==> src/rtl/if_stage_if.sv <==
// rtl/if_stage_if.sv - instruction-memory bus between the fetch stage and imem
interface if_stage_if;
  logic [31:0] imem_addr;
  logic [31:0] imem_rdata;

  modport master (output imem_addr, input imem_rdata);
  modport slave  (input imem_addr, output imem_rdata);
endinterface

==> src/rtl/if_stage.sv <==
// rtl/if_stage.sv - MIPS IF stage: PC, next-PC select, IF/ID register.
// Optional performance counters enabled by macro IF_PERF_CNT_EN.
module if_stage #(
  parameter logic [31:0] RESET_PC  = 32'h0040_0000,
  parameter logic [31:0] NOP_INSTR = 32'h0000_0000
) (
  input  logic        clk,
  input  logic        reset,
  input  logic [1:0]  IFIDop,
  input  logic [1:0]  ID_PCSrc,
  input  logic        ID_comp_true,
  input  logic [31:0] ID_BranchTarget,
  input  logic [31:0] ID_JumpTarget,
  input  logic [31:0] ID_JrTarget,
  if_stage_if.master  imem,
  output logic [31:0] PC,
  output logic [31:0] IFID_Instruction,
  output logic [31:0] IFID_PCplus4,
  output logic        IFID_valid,
  output logic [31:0] perf_fetch,
  output logic [31:0] perf_stall,
  output logic [31:0] perf_flush
);

  localparam logic [1:0] OP_LOAD  = 2'd0;
  localparam logic [1:0] OP_FLUSH = 2'd1;

  localparam logic [1:0] SRC_BRANCH = 2'd1;
  localparam logic [1:0] SRC_JUMP   = 2'd2;
  localparam logic [1:0] SRC_JR     = 2'd3;

  logic [31:0] pc_q, pc_d;
  logic [31:0] instr_q, instr_d;
  logic [31:0] pcp4_q, pcp4_d;
  logic        valid_q, valid_d;
  logic [31:0] pc_plus4;
  logic [31:0] target;
  logic        hold;

  // Ops 2 and 3 both mean hold, so bit 1 alone identifies a hold.
  assign hold     = IFIDop[1];
  assign pc_plus4 = pc_q + 32'd4;

  always_comb begin
    pc_d    = pc_q;
    instr_d = instr_q;
    pcp4_d  = pcp4_q;
    valid_d = valid_q;
    target  = pc_plus4;

    if ((ID_PCSrc == SRC_BRANCH) && ID_comp_true) begin
      target = ID_BranchTarget;
    end else if (ID_PCSrc == SRC_JUMP) begin
      target = ID_JumpTarget;
    end else if (ID_PCSrc == SRC_JR) begin
      target = ID_JrTarget;
    end

    if (!hold) begin
      pc_d   = {target[31:2], 2'b00};
      pcp4_d = pc_plus4;
      if (IFIDop == OP_LOAD) begin
        instr_d = imem.imem_rdata;
        valid_d = 1'b1;
      end else begin
        instr_d = NOP_INSTR;
        valid_d = 1'b0;
      end
    end
  end

  always_ff @(posedge clk) begin
    if (reset) begin
      pc_q    <= RESET_PC;
      instr_q <= NOP_INSTR;
      pcp4_q  <= 32'h0;
      valid_q <= 1'b0;
    end else begin
      pc_q    <= pc_d;
      instr_q <= instr_d;
      pcp4_q  <= pcp4_d;
      valid_q <= valid_d;
    end
  end

  assign imem.imem_addr   = pc_q;
  assign PC               = pc_q;
  assign IFID_Instruction = instr_q;
  assign IFID_PCplus4     = pcp4_q;
  assign IFID_valid       = valid_q;

`ifdef IF_PERF_CNT_EN
  logic [31:0] fetch_cnt_q, fetch_cnt_d;
  logic [31:0] stall_cnt_q, stall_cnt_d;
  logic [31:0] flush_cnt_q, flush_cnt_d;

  always_comb begin
    fetch_cnt_d = fetch_cnt_q;
    stall_cnt_d = stall_cnt_q;
    flush_cnt_d = flush_cnt_q;
    if (hold) begin
      stall_cnt_d = stall_cnt_q + 32'd1;
    end else if (IFIDop == OP_FLUSH) begin
      flush_cnt_d = flush_cnt_q + 32'd1;
    end else begin
      fetch_cnt_d = fetch_cnt_q + 32'd1;
    end
  end

  always_ff @(posedge clk) begin
    if (reset) begin
      fetch_cnt_q <= 32'h0;
      stall_cnt_q <= 32'h0;
      flush_cnt_q <= 32'h0;
    end else begin
      fetch_cnt_q <= fetch_cnt_d;
      stall_cnt_q <= stall_cnt_d;
      flush_cnt_q <= flush_cnt_d;
    end
  end

  assign perf_fetch = fetch_cnt_q;
  assign perf_stall = stall_cnt_q;
  assign perf_flush = flush_cnt_q;
`else
  assign perf_fetch = 32'h0;
  assign perf_stall = 32'h0;
  assign perf_flush = 32'h0;
`endif

endmodule

==> src/flat_wrapper.sv <==
// flat-port wrapper written by rule: the top's interface ports become plain ports
module if_stage_flat 
#(
  parameter logic [31:0] RESET_PC  = 32'h0040_0000,
  parameter logic [31:0] NOP_INSTR = 32'h0000_0000
)
  (clk, reset, IFIDop, ID_PCSrc, ID_comp_true, ID_BranchTarget, ID_JumpTarget, ID_JrTarget, PC, IFID_Instruction, IFID_PCplus4, IFID_valid, perf_fetch, perf_stall, perf_flush, imem_imem_addr, imem_imem_rdata);
  if_stage_if imem_i ();
  input  logic clk;
  input  logic reset;
  input  logic [1:0] IFIDop;
  input  logic [1:0] ID_PCSrc;
  input  logic ID_comp_true;
  input  logic [31:0] ID_BranchTarget;
  input  logic [31:0] ID_JumpTarget;
  input  logic [31:0] ID_JrTarget;
  output logic [31:0] PC;
  output logic [31:0] IFID_Instruction;
  output logic [31:0] IFID_PCplus4;
  output logic IFID_valid;
  output logic [31:0] perf_fetch;
  output logic [31:0] perf_stall;
  output logic [31:0] perf_flush;
  output wire logic [$bits(imem_i.imem_addr)-1:0] imem_imem_addr;
  input wire logic [$bits(imem_i.imem_rdata)-1:0] imem_imem_rdata;
  assign imem_imem_addr = imem_i.imem_addr;
  assign imem_i.imem_rdata = imem_imem_rdata;
  if_stage #(.RESET_PC(RESET_PC), .NOP_INSTR(NOP_INSTR)) u_core (.clk(clk), .reset(reset), .IFIDop(IFIDop), .ID_PCSrc(ID_PCSrc), .ID_comp_true(ID_comp_true), .ID_BranchTarget(ID_BranchTarget), .ID_JumpTarget(ID_JumpTarget), .ID_JrTarget(ID_JrTarget), .imem(imem_i), .PC(PC), .IFID_Instruction(IFID_Instruction), .IFID_PCplus4(IFID_PCplus4), .IFID_valid(IFID_valid), .perf_fetch(perf_fetch), .perf_stall(perf_stall), .perf_flush(perf_flush));
endmodule
==> config.mk <==
export PLATFORM = sky130hd
export DESIGN_NAME = if_stage_flat
export DESIGN_NICKNAME = d
export VERILOG_FILES = /design/src/rtl/if_stage_if.sv /design/src/rtl/if_stage.sv /design/src/flat_wrapper.sv
export SDC_FILE = /design/constraint.sdc
export NUM_CORES = 1
export LEC_CHECK = 0
export CAP_MARGIN = 20
export CORE_ASPECT_RATIO = 0.5
export CORE_MARGIN = 2
export CORE_UTILIZATION = 42
export DETAILED_ROUTE_END_ITERATION = 16
export GPL_ROUTABILITY_DRIVEN = 0
export PLACE_DENSITY = 0.87
export SYNTH_ARGS = -nofsm -noshare
export SYNTH_HDL_FRONTEND = slang
export SYNTH_SLANG_ARGS = --single-unit
==> constraint.sdc <==
create_clock -name clk -period 5.7 [get_ports clk]
set_input_delay 1.14 -clock clk [delete_from_list [all_inputs] [get_ports clk]]
set_output_delay 1.14 -clock clk [all_outputs]
set_load 0.005 [all_outputs]
Word level (Yosys, flattened, before mapping)
Index checks and enable logic that the tools add are counted.
- reductions and logical operators: 2
- mux-type cells: 5
- $add $sub $neg: 1
- eq/ne operators: 3
- operator list (cell ; number):
    two-way mux 32 bit ; 4
    adder 32 x 3 -> 32 bit, second input constant ; 1
    == test 2 bit, second input constant ; 2
    == test 2 x 1 -> 1 bit, second input constant ; 1
    zero test 2 bit ; 1
    logical AND 1 bit ; 1
    two-way mux 1 bit ; 1
- input port bits: 135
- register bits: 95
- output and inout port bits: 225

Logic depth before layout (Yosys ltp)
- depth after elaboration: 4
- gate-level depth with buffers: 7

Worst setup path before layout
OpenSTA, ideal clock, no wires.
- path kind: input to register
- start point: input port ID_PCSrc[0]
- end point: register u_core.pc_q[14] (netlist: u_core.PC[14])
- stages: 6
- path buffers: 2
- arrival time: 2.365 ns
- library setup time: 0.119 ns
- setup slack: 3.217 ns
- cells stage by stage: buf_2 -> buf_2 -> a21oi_1 -> nand2_1 -> o21a_1 -> o221a_2
- longest elaborated chain between the ends: 4
- elaborated cells between the ends (all ways): 7
- those cells by class: eq/ne (3); mux (3); reduce/logical (1)
- ends and longest elaborated chain (what ; line ; text):
    start: declaration ; flat_wrapper.sv:12 ; input logic [1:0] ID_PCSrc;
    == test 2 bit ; if_stage.sv:55 ; end else if (ID_PCSrc == SRC_JR) begin
    two-way mux 32 bit ; if_stage.sv:55 ;
    two-way mux 32 bit ; if_stage.sv:53 ; end else if (ID_PCSrc == SRC_JUMP) begin
    two-way mux 32 bit (*) ; if_stage.sv:51 ; if ((ID_PCSrc == SRC_BRANCH) && ID_comp_true) begin
    end signal: assignment ; if_stage.sv:79 ; pc_q <= pc_d;
    end: declaration ; if_stage.sv:32 ; logic [31:0] pc_q, pc_d;
Mark *: on every way between the ends. The rest lies on a longest branch, timed or not.
A chain may end at the register's enable or synchronous reset.

Worst setup path in the final report
- start point: input port ID_PCSrc[1]
- end point: register u_core.pc_q[10] (netlist: u_core.PC[10])
Same word-level chain as after synthesis.

==> reports/qor.yml <==
outcome: "complete, no violations"
num_vias: 6759
reg2reg_from: "u_core.PC[2]"
power-per-cell-area_nw_per_um2: 206
synth_edf_count: 0
die_w_um: 178
worstSetupStartpointType: "input pin"
clk_latency_ns: 0.35
setup_viol: 0
avgSynthCellArea_sq_um: 8.01
grt_use_total: 0.248
drtPass1Iterations: 6
rr_worst_depth: 5
critPathLaunch: "ID_PCSrc[1]"
grt_max_degree: 89
path_class: "input pin to flip-flop"
fin_area_sq_um: 8610
h-tree-depth: 3
drtIter0Drc: 722
via_per_inst: 5.77
p_leak_nw: 3.22
synthCells: 798
synthMostInstantiatedCell: "buf_4"
hold_end: "u_core.IFID_PCplus4[29]"
rrSetupSlack_ns: 2.81
period_share: 0.594
synth_top_area_cell: "dfxtp_1"
initial_utilization: 0.436
ys_ff_latch: 93
maxSlewViolCount: 0
antenna_found_initial: 0
fin_nets: 1105
hp-class: "flip-flop to flip-flop"
die_height_um: 91.2
async_reset_ff_frac: 0
yosysWarningCount: 0
synth_cell_types: 68
coreArea_sq_um: 14700
hold_viol: 0
ctsRootBufferMaster: "clkbuf_16"
netlist_area_sq_um: 6390
max_freq_ghz: 0.295
first_global_vias: 6351
tightest_slew_ns: 1.06
peakVddDrop_mv: 0.141
hold_depth: 2
port_buffers: 251
synth_area_leaders: "dfxtp_1 (29%), buf_4 (16%), nor2_1 (4.9%), a22oi_1 (4.2%), mux2i_1 (3.8%)"
min_from: "u_core.IFID_PCplus4[29]"
yosys-top-cells-count: "buf_4 (132), dfxtp_1 (93), nor2_1 (83), clkbuf_1 (41), a22oi_1 (36)"
rows: 31
wl_per_cell_um: 18.2
synth_top_area_share: 0.291
tns_ns: 0
max_cap_viol_count: 0
cts_tree: "done"
cts-resized-gates: 0
synth_ff_type: "dfxtp_1"
ant_nets: 0
clk_pin_slew_worst_paths_ns: 0.07
overflow: 0
die-area_sq_um: 16300
endpoint_kind: "flip-flop"
period_needed_ns: 3.39
drc_errors: 0
dpl-instance-area_sq_um: 8300
cts_buffers: 9
crit_required_ns: 5.93
slew_headroom: 0.291
cts.sinks: 93
yosysSeqAreaShare: 0.291
layout-drive-gt1-share: 0.0524
areaGrowthSynthToFinish_pct: 34.7
grt_pass1_wl_mm: 32.5
wl_mm: 21.3
crit_arrival_ns: 3.62
worstPathMaxFanout: 28
antenna_cells: 0
reg2reg_to: "u_core.IFID_PCplus4[26]"
clockBufferDepth: 2
cts_setup_buffers: 0
dp_hpwl_mm: 15.3
io_pins: 360
fin_skew_ns: 0.00689
hold_buffers: 0
rsz0062_at_grt: "no"
power breakdown:
part / total (W) / internal (W) / switching, W
logic: 0.000427 / 0.000244 / 0.000183
registers: 0.000755 / 0.000690 / 0.0000644
clock network: 0.000592 / 0.000303 / 0.000288
cell usage in the layout, fill, tap and decap left out, types with 6 or more instances in the layout:
| cell type | Yosys | layout |
|---|---|---|
| a211oi_1 | 15 | 15 |
| a21oi_1 | 23 | 23 |
| a22oi_1 | 36 | 36 |
| a311oi_1 | 10 | 10 |
| buf_4 | 132 | 6 |
| clkbuf_16 | 0 | 9 |
| clkdlybuf4s50_1 | 0 | 248 |
| conb_1 | 1 | 102 |
| dfxtp_1 | 93 | 93 |
| inv_1 | 14 | 13 |
| mux2_2 | 8 | 8 |
| mux2i_1 | 24 | 24 |
| nand2_1 | 35 | 35 |
| nand2b_1 | 10 | 10 |
| nand3_1 | 23 | 23 |
| nand4_1 | 18 | 18 |
| nor2_1 | 83 | 82 |
| nor3_1 | 13 | 13 |
| nor4_1 | 9 | 8 |
| o2111ai_1 | 6 | 6 |
| o211ai_1 | 20 | 20 |
| o21a_1 | 6 | 6 |
| o21ai_0 | 21 | 21 |
| o221ai_1 | 8 | 8 |
| o31ai_1 | 8 | 8 |
| or3_1 | 8 | 8 |
| or4_1 | 8 | 8 |
| xnor2_1 | 7 | 7 |
logic make-up (layout without fill, tap and decap cells):
kind of cell               Yosys count  in the layout  synth area share
DFF                                 93             93             0.291
xor gates and xnor gates            11             11            0.0151
adders and majority gates            1              1           0.00196
AOI/OAI and AO/OA                  205            205             0.240
other                                1            102          0.000587
muxes                               32             32            0.0517
buffers and inverters              214            289             0.206
and+or+nand+nor                    241            241             0.194
layer usage:
metal	vias up	global-route usage	part of all wire
li1	3041	-	-
met1	3160	0.300	0.38
met2	482	0.419	0.48
met3	76	0.0599	0.10
met4	0	0.106	0.031
met5	-	0	0
state kept, by name, summed over array words and instances (netlist names):
name / flops
u_core.IFID_valid: 1
u_core.IFID_Instruction: 32
u_core.PC: 30
u_core.IFID_PCplus4: 30
area by class of cell:
type | instances | area (sq um)
Clock buffer | 9 | 225
Clock inverter | 7 | 57.6
Fill cell | 1266 | 6050
Inverter | 15 | 56.3
Multi-Input combinational cell | 592 | 3600
Sequential cell | 93 | 1860
Tap cell | 198 | 248
Timing Repair Buffer | 258 | 2560
stage by stage:
step / setup WS [ns] / utilization / power, W / instances / hold slack (ns)
after floorplan: 3.22 / - / 0.00101 / 899 / 0.449
after global placement: 2.02 / 0.566 / 0.00117 / 1154 / 0.449
after detailed placement: 1.85 / 0.566 / 0.00119 / 1154 / 0.462
after CTS: 2.22 / 0.586 / 0.00177 / 1170 / 0.472
after global routing: 2.19 / 0.587 / 0.00184 / 1172 / 0.499
final: 2.31 / 0.587 / 0.00177 / 1172 / 0.473
worst max-delay path: stages:
cell             delay (ns)
clkdlybuf4s50_1        0.75
clkinv_1               0.86
nand2_1                0.39
o21ai_0                0.14
a32o_1                 0.33
worst max path at each step:
stage | cells past startpoint | slack, ns | to
finish | 5 | 2.31 | u_core.PC[10]
detailed placement | 5 | 1.85 | u_core.PC[31]
CTS | 5 | 2.22 | u_core.PC[31]
global placement | 5 | 2.02 | u_core.PC[31]
floorplan | 6 | 3.22 | u_core.PC[14]
global route | 5 | 2.19 | u_core.PC[10]
Power figures use the tool's default switching activity.
